File: src/rtl/serial_rx16.sv
// serial_rx16 -- bit-serial frame receiver.
//
// Frame (one bit per en strobe): start(1), d[0]..d[WIDTH-1] LSB first,
// even parity bit. The assembled word is presented on a valid/ready port.
//
// Ports:
//   clk       rising-edge clock
//   rst       synchronous active-high reset
//   en        bit strobe; sin is sampled only when en=1
//   sin       serial line (idles at 0)
//   data_out  received word, stable while valid=1
//   valid     data_out/par_err hold an unconsumed frame
//   ready     consumer accepts on valid&&ready
//   par_err   parity mismatch for the frame in data_out
//   overrun   sticky: a complete frame was dropped (output full)
//   busy      receiver is inside a frame (state != IDLE)
module serial_rx16 #(
  parameter int WIDTH = 16
) (
  input  logic             clk,
  input  logic             rst,
  input  logic             en,
  input  logic             sin,
  output logic [WIDTH-1:0] data_out,
  output logic             valid,
  input  logic             ready,
  output logic             par_err,
  output logic             overrun,
  output logic             busy
);

  localparam int CW = (WIDTH > 1) ? $clog2(WIDTH) : 1;

  typedef enum logic [1:0] {
    IDLE   = 2'd0,
    DATA   = 2'd1,
    PARITY = 2'd2
  } state_t;

  state_t          state;
  logic [CW-1:0]   cnt;
  logic [WIDTH-1:0] shift;

  // Output register accepts a new frame when empty or being drained now.
  logic can_load;
  assign can_load = !valid || ready;

  assign busy = (state != IDLE);

  always_ff @(posedge clk) begin
    if (rst) begin
      state    <= IDLE;
      cnt      <= '0;
      shift    <= '0;
      data_out <= '0;
      valid    <= 1'b0;
      par_err  <= 1'b0;
      overrun  <= 1'b0;
    end else begin
      // Handshake drain; overridden below if a frame loads this cycle.
      if (valid && ready) valid <= 1'b0;

      if (en) begin
        case (state)
          IDLE: begin
            if (sin) begin
              state <= DATA;
              cnt   <= '0;
            end
          end
          DATA: begin
            shift[cnt] <= sin;
            // cnt saturates at the last index; PARITY ignores it.
            if (cnt == CW'(WIDTH - 1)) state <= PARITY;
            else                       cnt   <= cnt + CW'(1);
          end
          PARITY: begin
            if (can_load) begin
              data_out <= shift;
              par_err  <= (^shift) ^ sin;
              valid    <= 1'b1;
            end else begin
              overrun  <= 1'b1;
            end
            state <= IDLE;
          end
          default: state <= IDLE;
        endcase
      end
    end
  end

endmodule

File: config.mk
export PLATFORM = sky130hd
export DESIGN_NAME = serial_rx16
export DESIGN_NICKNAME = d
export VERILOG_FILES = /design/src/rtl/serial_rx16.sv
export SDC_FILE = /design/constraint.sdc
export NUM_CORES = 1
export LEC_CHECK = 0
export ABC_CLOCK_PERIOD_IN_PS = 2100
export BUFFER_PORTS_ARGS = -buffer_cell sky130_fd_sc_hd__buf_2
export CAP_MARGIN = 25
export CORE_ASPECT_RATIO = 0.7
export CORE_MARGIN = 2
export CORE_UTILIZATION = 35
export DETAILED_ROUTE_END_ITERATION = 16
export SKIP_LAST_GASP = 1
export SLEW_MARGIN = 10
export SYNTH_ARGS = -nofsm -noshare
export SYNTH_HDL_FRONTEND = slang
export SYNTH_SLANG_ARGS = --single-unit
File: constraint.sdc
create_clock -name clk -period 2.1 [get_ports clk]
set_clock_uncertainty 0.15 [all_clocks]
set_input_delay 0.42 -clock clk [delete_from_list [all_inputs] [get_ports clk]]
set_output_delay 0.42 -clock clk [all_outputs]
set_load 0.05 [all_outputs]
**After elaboration in Yosys (flattened, before gate mapping)**

Cells that the tools add are included.

- Bits in registers: 41
- Input port bits: 5
- Output and inout bits: 20
- Logic and storage cells: 44

- Add/sub/neg operators: 1
- Order comparisons: 2
- Eq/ne operators: 6
- Multiplexer cells: 13
- Bitwise logic cells: 2
- Reduce and logical (&&, ||, !) cells: 13

Operator list:

| cell | number |
|---|---|
| $bwmux 16 | 1 |
| $reduce_xor 16->1 | 1 |
| $reduce_and 3->1 | 3 |
| $mux 4 | 2 |
| $pmux 4 s2 | 1 |
| $ne 2x2->1 const B | 3 |
| $lt 4x5->1 const B | 1 |
| $mux 1 | 5 |
| $add 4x1->4 const B | 1 |
| $demux 1 s4 | 1 |
| $eq 4x4->1 const B | 1 |
| $ge 4x1->1 const B | 1 |
| $mux 2 | 2 |
| $pmux 2 s2 | 1 |
| $reduce_and 4->1 | 1 |
| $reduce_bool 2->1 | 2 |
| $eq 2x1->1 const B | 1 |
| $eq 2x2->1 const B | 1 |
| $logic_and 1x1->1 | 2 |
| $logic_not 2->1 | 1 |
| $reduce_and 2->1 | 1 |
| $logic_not 1->1 | 1 |
| $logic_or 1x1->1 | 1 |
| $not 1->1 | 1 |
| $xor 1x1->1 | 1 |

**Longest topological paths before layout**

- Word-level depth: 5
- Gate-level depth with buffers: 6
- Depth with buffers taken out: 6

**Worst setup path before layout**

OpenSTA, ideal clock, no wires.

- Kind: reg-to-reg
- From: register valid
- To: register data_out[10]
- Setup time: 71 ps
- Arrival time: 1345 ps
- Data required time: 1879 ps
- Path slack: 534 ps
- Stages on the path, launching flop included: 6
- Buffers on the path: 1
- Clock period less this slack: 1566 ps
- Path through: dfxtp_1 -> nand2b_1 -> nand2_1 -> buf_4 -> nand2_1 -> a21oi_1

- Cells in the longest elaborated chain, start to end: 3

RTL lines:

| element | line | text |
|---|---|---|
| start, declared | 25 | `output logic valid,` |
| start signal, assigned | 56 | `valid <= 1'b0;` |
| start signal, assigned | 61 | `if (valid && ready) valid <= 1'b0;` |
| start signal, assigned | 81 | `valid <= 1'b1;` |
| $logic_not 1->1 | 46 | `assign can_load = !valid \|\| ready;` |
| $logic_or 1x1->1 | 46 |  |
| $reduce_and 3->1 (no source line) | n/a |  |
| end signal, assigned | 79 | `data_out <= shift;` |
| end, declared | 24 | `output logic [WIDTH-1:0] data_out,` |

No other way between the ends.
A chain may end at the register's enable or synchronous reset.

**Worst setup path after layout**

- From: register state[0]
- To: output port busy

- Cells in the longest elaborated chain, start to end: 1

RTL lines:

| element | line | text |
|---|---|---|
| start, declared | 40 | `state_t state;` |
| start signal, assigned | 52 | `state <= IDLE;` |
| start signal, assigned | 67 | `state <= DATA;` |
| start signal, assigned | 74 | `if (cnt == CW'(WIDTH - 1)) state <= PARITY;` |
| $reduce_bool 2->1 | 48 | `assign busy = (state != IDLE);` |
| end, declared | 29 | `output logic busy` |

No other way between the ends.

==> impl_metrics.py <==
metrics = {
    "die": {
        "die_x_um": 90.6,
        "fp-row-count": 22,
        "floorplan.initialDensity_pct": 35.7,
        "coreArea_mm2": 0.00515,
        "die_y_um": 64.6,
        "fp.dieArea_mm2": 0.00585,
        "io_pins": 25,
    },
    "global_routing": {
        "grt_max_degree": 24,
        "grt_pass1_wl_mm": 6.18,
        "grt_overflow": 0,
        "antenna_found_initial": 0,
        "grt_pass1_vias": 1290,
        "grt.met1_usage_pct": 19.9,
        "busiest_layer": "met1",
        "met2_usage_pct": 17.8,
        "grtUsageTotal_pct": 13.0,
        "grt_util_met3_pct": 3.95,
    },
    "placed_design": {
        "gp_congestion": 0.766,
        "post-dp-hpwl_mm": 2.58,
        "io_buffer_count": 24,
    },
    "worst_setup_path": {
        "r2r_start": "state[0]",
        "endpoint_kind": "output port",
        "crit_type": "flip-flop to output port",
        "arrival_ps": 1220,
        "critPathLaunchType": "flip-flop",
        "cp_data_required_time_ps": 1530,
        "cp_max_fo": 10,
        "crit_path_start": "state[0]",
    },
    "yosys": {
        "yosysUniqueCellTypes": 26,
        "netlist_area_mm2": 0.00184,
        "synthCells": 214,
        "yosysTopAreaCell": "dfxtp_1",
        "yosysTopAreaCellShare_pct": 44.7,
        "yosys_warnings": 0,
        "synthTopCellsByArea": "dfxtp_1 (45%), nand2_1 (8.8%), mux2i_1 (8.7%)",
        "syn_area_per_cell_um2": 8.58,
        "synthFlopType": "dfxtp_1",
        "synthArstFlopShare_pct": 0,
        "ys_seq_area_share_pct": 44.7,
        "synth_nets": 223,
        "yosysMostFrequentCell": "nand2_1",
        "synth-edff-count": 0,
        "ys_seq_elements": 41,
        "synth.top_cells.by_count": "nand2_1 (43), dfxtp_1 (41), nor2_1 (32), a21oi_1 (22), mux2i_1 (16)",
    },
    "sta": {
        "holdWs_ps": 275,
        "slew_headroom_pct": 72.8,
        "finalHoldViolCount": 0,
        "finalMaxSlewViolations": 0,
        "setup_tns_ps": 0,
        "final.period_utilization_pct": 85.3,
        "rsz0062_at_grt": "false",
        "max_freq_ghz": 0.558,
        "period_minus_slack_ps": 1790,
        "worstMarginPinSlew_ps": 407,
        "setup_viol": 0,
    },
    "clock_network": {
        "cts_resized": 0,
        "root_buffer": "clkbuf_8",
        "clockBufferDepth": 2,
        "clk_latency_ps": 280,
        "cts.reportedPaths.clkPinSlew_ps": 80,
        "cts.sinks": 41,
        "numCtsBuffers": 5,
        "postCtsSetupBuffers": 0,
        "hold_buffers": 0,
        "cts_tree": "built",
        "cts.htree.levels": 2,
    },
    "hold_path": {
        "hold_start": "en",
        "min_path_type": "primary input to flip-flop",
    },
    "final_layout": {
        "diodes": 0,
        "area_delta_synth_final_pct": 15.2,
        "final_nets": 246,
        "drive_gt1_share_pct": 16.0,
    },
    "drt": {
        "post_drt_wl_per_cell_um": 11.6,
        "dr.pass1.iters": 4,
        "routed_wl_mm": 3.61,
        "dr.first_iter.drc_count": 52,
        "ant_nets": 0,
        "drcViolationCount": 0,
        "route.vias.total": 1416,
        "vias_per_cell": 4.57,
    },
    "outcome": {
        "status": "complete, no violations",
    },
    "power_and_ir_drop": {
        "power_density_mw_per_mm2": 632,
        "p_leak_nw": 0.803,
        "peakVddDrop_v": 0.000252,
    },
    "flow_run": {
        "maxCapViolCount": 0,
    },
}
-- worst paths after layout --
kind / endpoint / slack [ps] / depth (start not counted)
hold reg to reg: data_out[13] / 310 / 2
hold / removal: cnt[2] / 280 / 2
setup reg to reg: shift[2] / 410 / 5
setup / recovery: busy / 310 / 3
-- kinds of logic (layout without fill, tap and decap cells) --
group | Yosys count | count (layout) | share of synthesized area [%]
buffers and inverters | 16 | 40 | 3.89
and+or+nand+nor | 95 | 95 | 22.2
xor gates and xnor gates | 15 | 15 | 9.07
AOI/OAI and AO/OA | 27 | 27 | 8.73
muxes | 16 | 16 | 8.73
adders and majority gates | 4 | 4 | 2.73
DFF | 41 | 41 | 44.7
-- stage by stage --
step / total power [mW] / worst slack [ps] / util, % / instance area, µm² / std cells
finish: 1.34 / 309 / 41.1 / 2110 / 310
global route: 1.41 / 203 / 41.1 / 2110 / 310
CTS: 1.35 / 295 / 41.1 / 2110 / 310
detailed placement: 0.863 / 298 / 39.5 / 2030 / 302
global placement: 0.863 / 285 / 39.5 / 2030 / 302
floorplan: 0.844 / 534 / - / 1840 / 214
-- where the power goes --
| group | switching (mW) | total, mW | internal (mW) |
|---|---|---|---|
| combinational | 0.0378 | 0.0606 | 0.0228 |
| sequential | 0.00451 | 0.784 | 0.779 |
| clock | 0.261 | 0.492 | 0.230 |
| total | 0.304 | 1.34 | 1.03 |
-- placed cells by master (no fill, tap or decap), types with 2 or more instances in the layout --
cell type / netlist / final
nand2b_1: 4 / 4
ha_1: 4 / 4
nand4_1: 2 / 2
xor2_1: 5 / 5
inv_1: 4 / 4
mux2i_1: 16 / 16
clkinv_2: 0 / 2
xnor3_1: 2 / 2
nand3b_1: 2 / 2
o211ai_1: 2 / 2
nor3_1: 5 / 5
clkbuf_8: 0 / 5
dfxtp_1: 41 / 41
nor2_1: 32 / 32
xnor2_1: 7 / 7
buf_2: 3 / 24
nand2_1: 43 / 43
nand3_1: 2 / 2
a21oi_1: 22 / 22
buf_4: 2 / 3
a311oi_1: 2 / 2
and3b_1: 2 / 2
-- registers in the layout (all words and copies together), names as in the netlist --
name      cells
data_out     16
valid         1
par_err       1
state         2
overrun       1
shift        16
cnt           4
-- area by class of cell --
type	instances	area (µm²)
timing repair buffer	28	163
clock buffer	6	72.6
tap	72	90.1
multi-input combinational	157	943
inverter	4	15.0
clock inverter	2	10.0
fill	526	3030
sequential	41	821
-- critical path, stage by stage (launching register included) --
cell,delay (ps)
dfxtp_1,490
nor2_1,130
inv_1,60
buf_2,250
-- layer usage --
metal	routed length (µm)	part of all wire, %
met1	1980	55
met2	1460	40
met3	162	4.5
met4	0	0
met5	0	0
No activity file was read; power rests on OpenSTA's default activity.
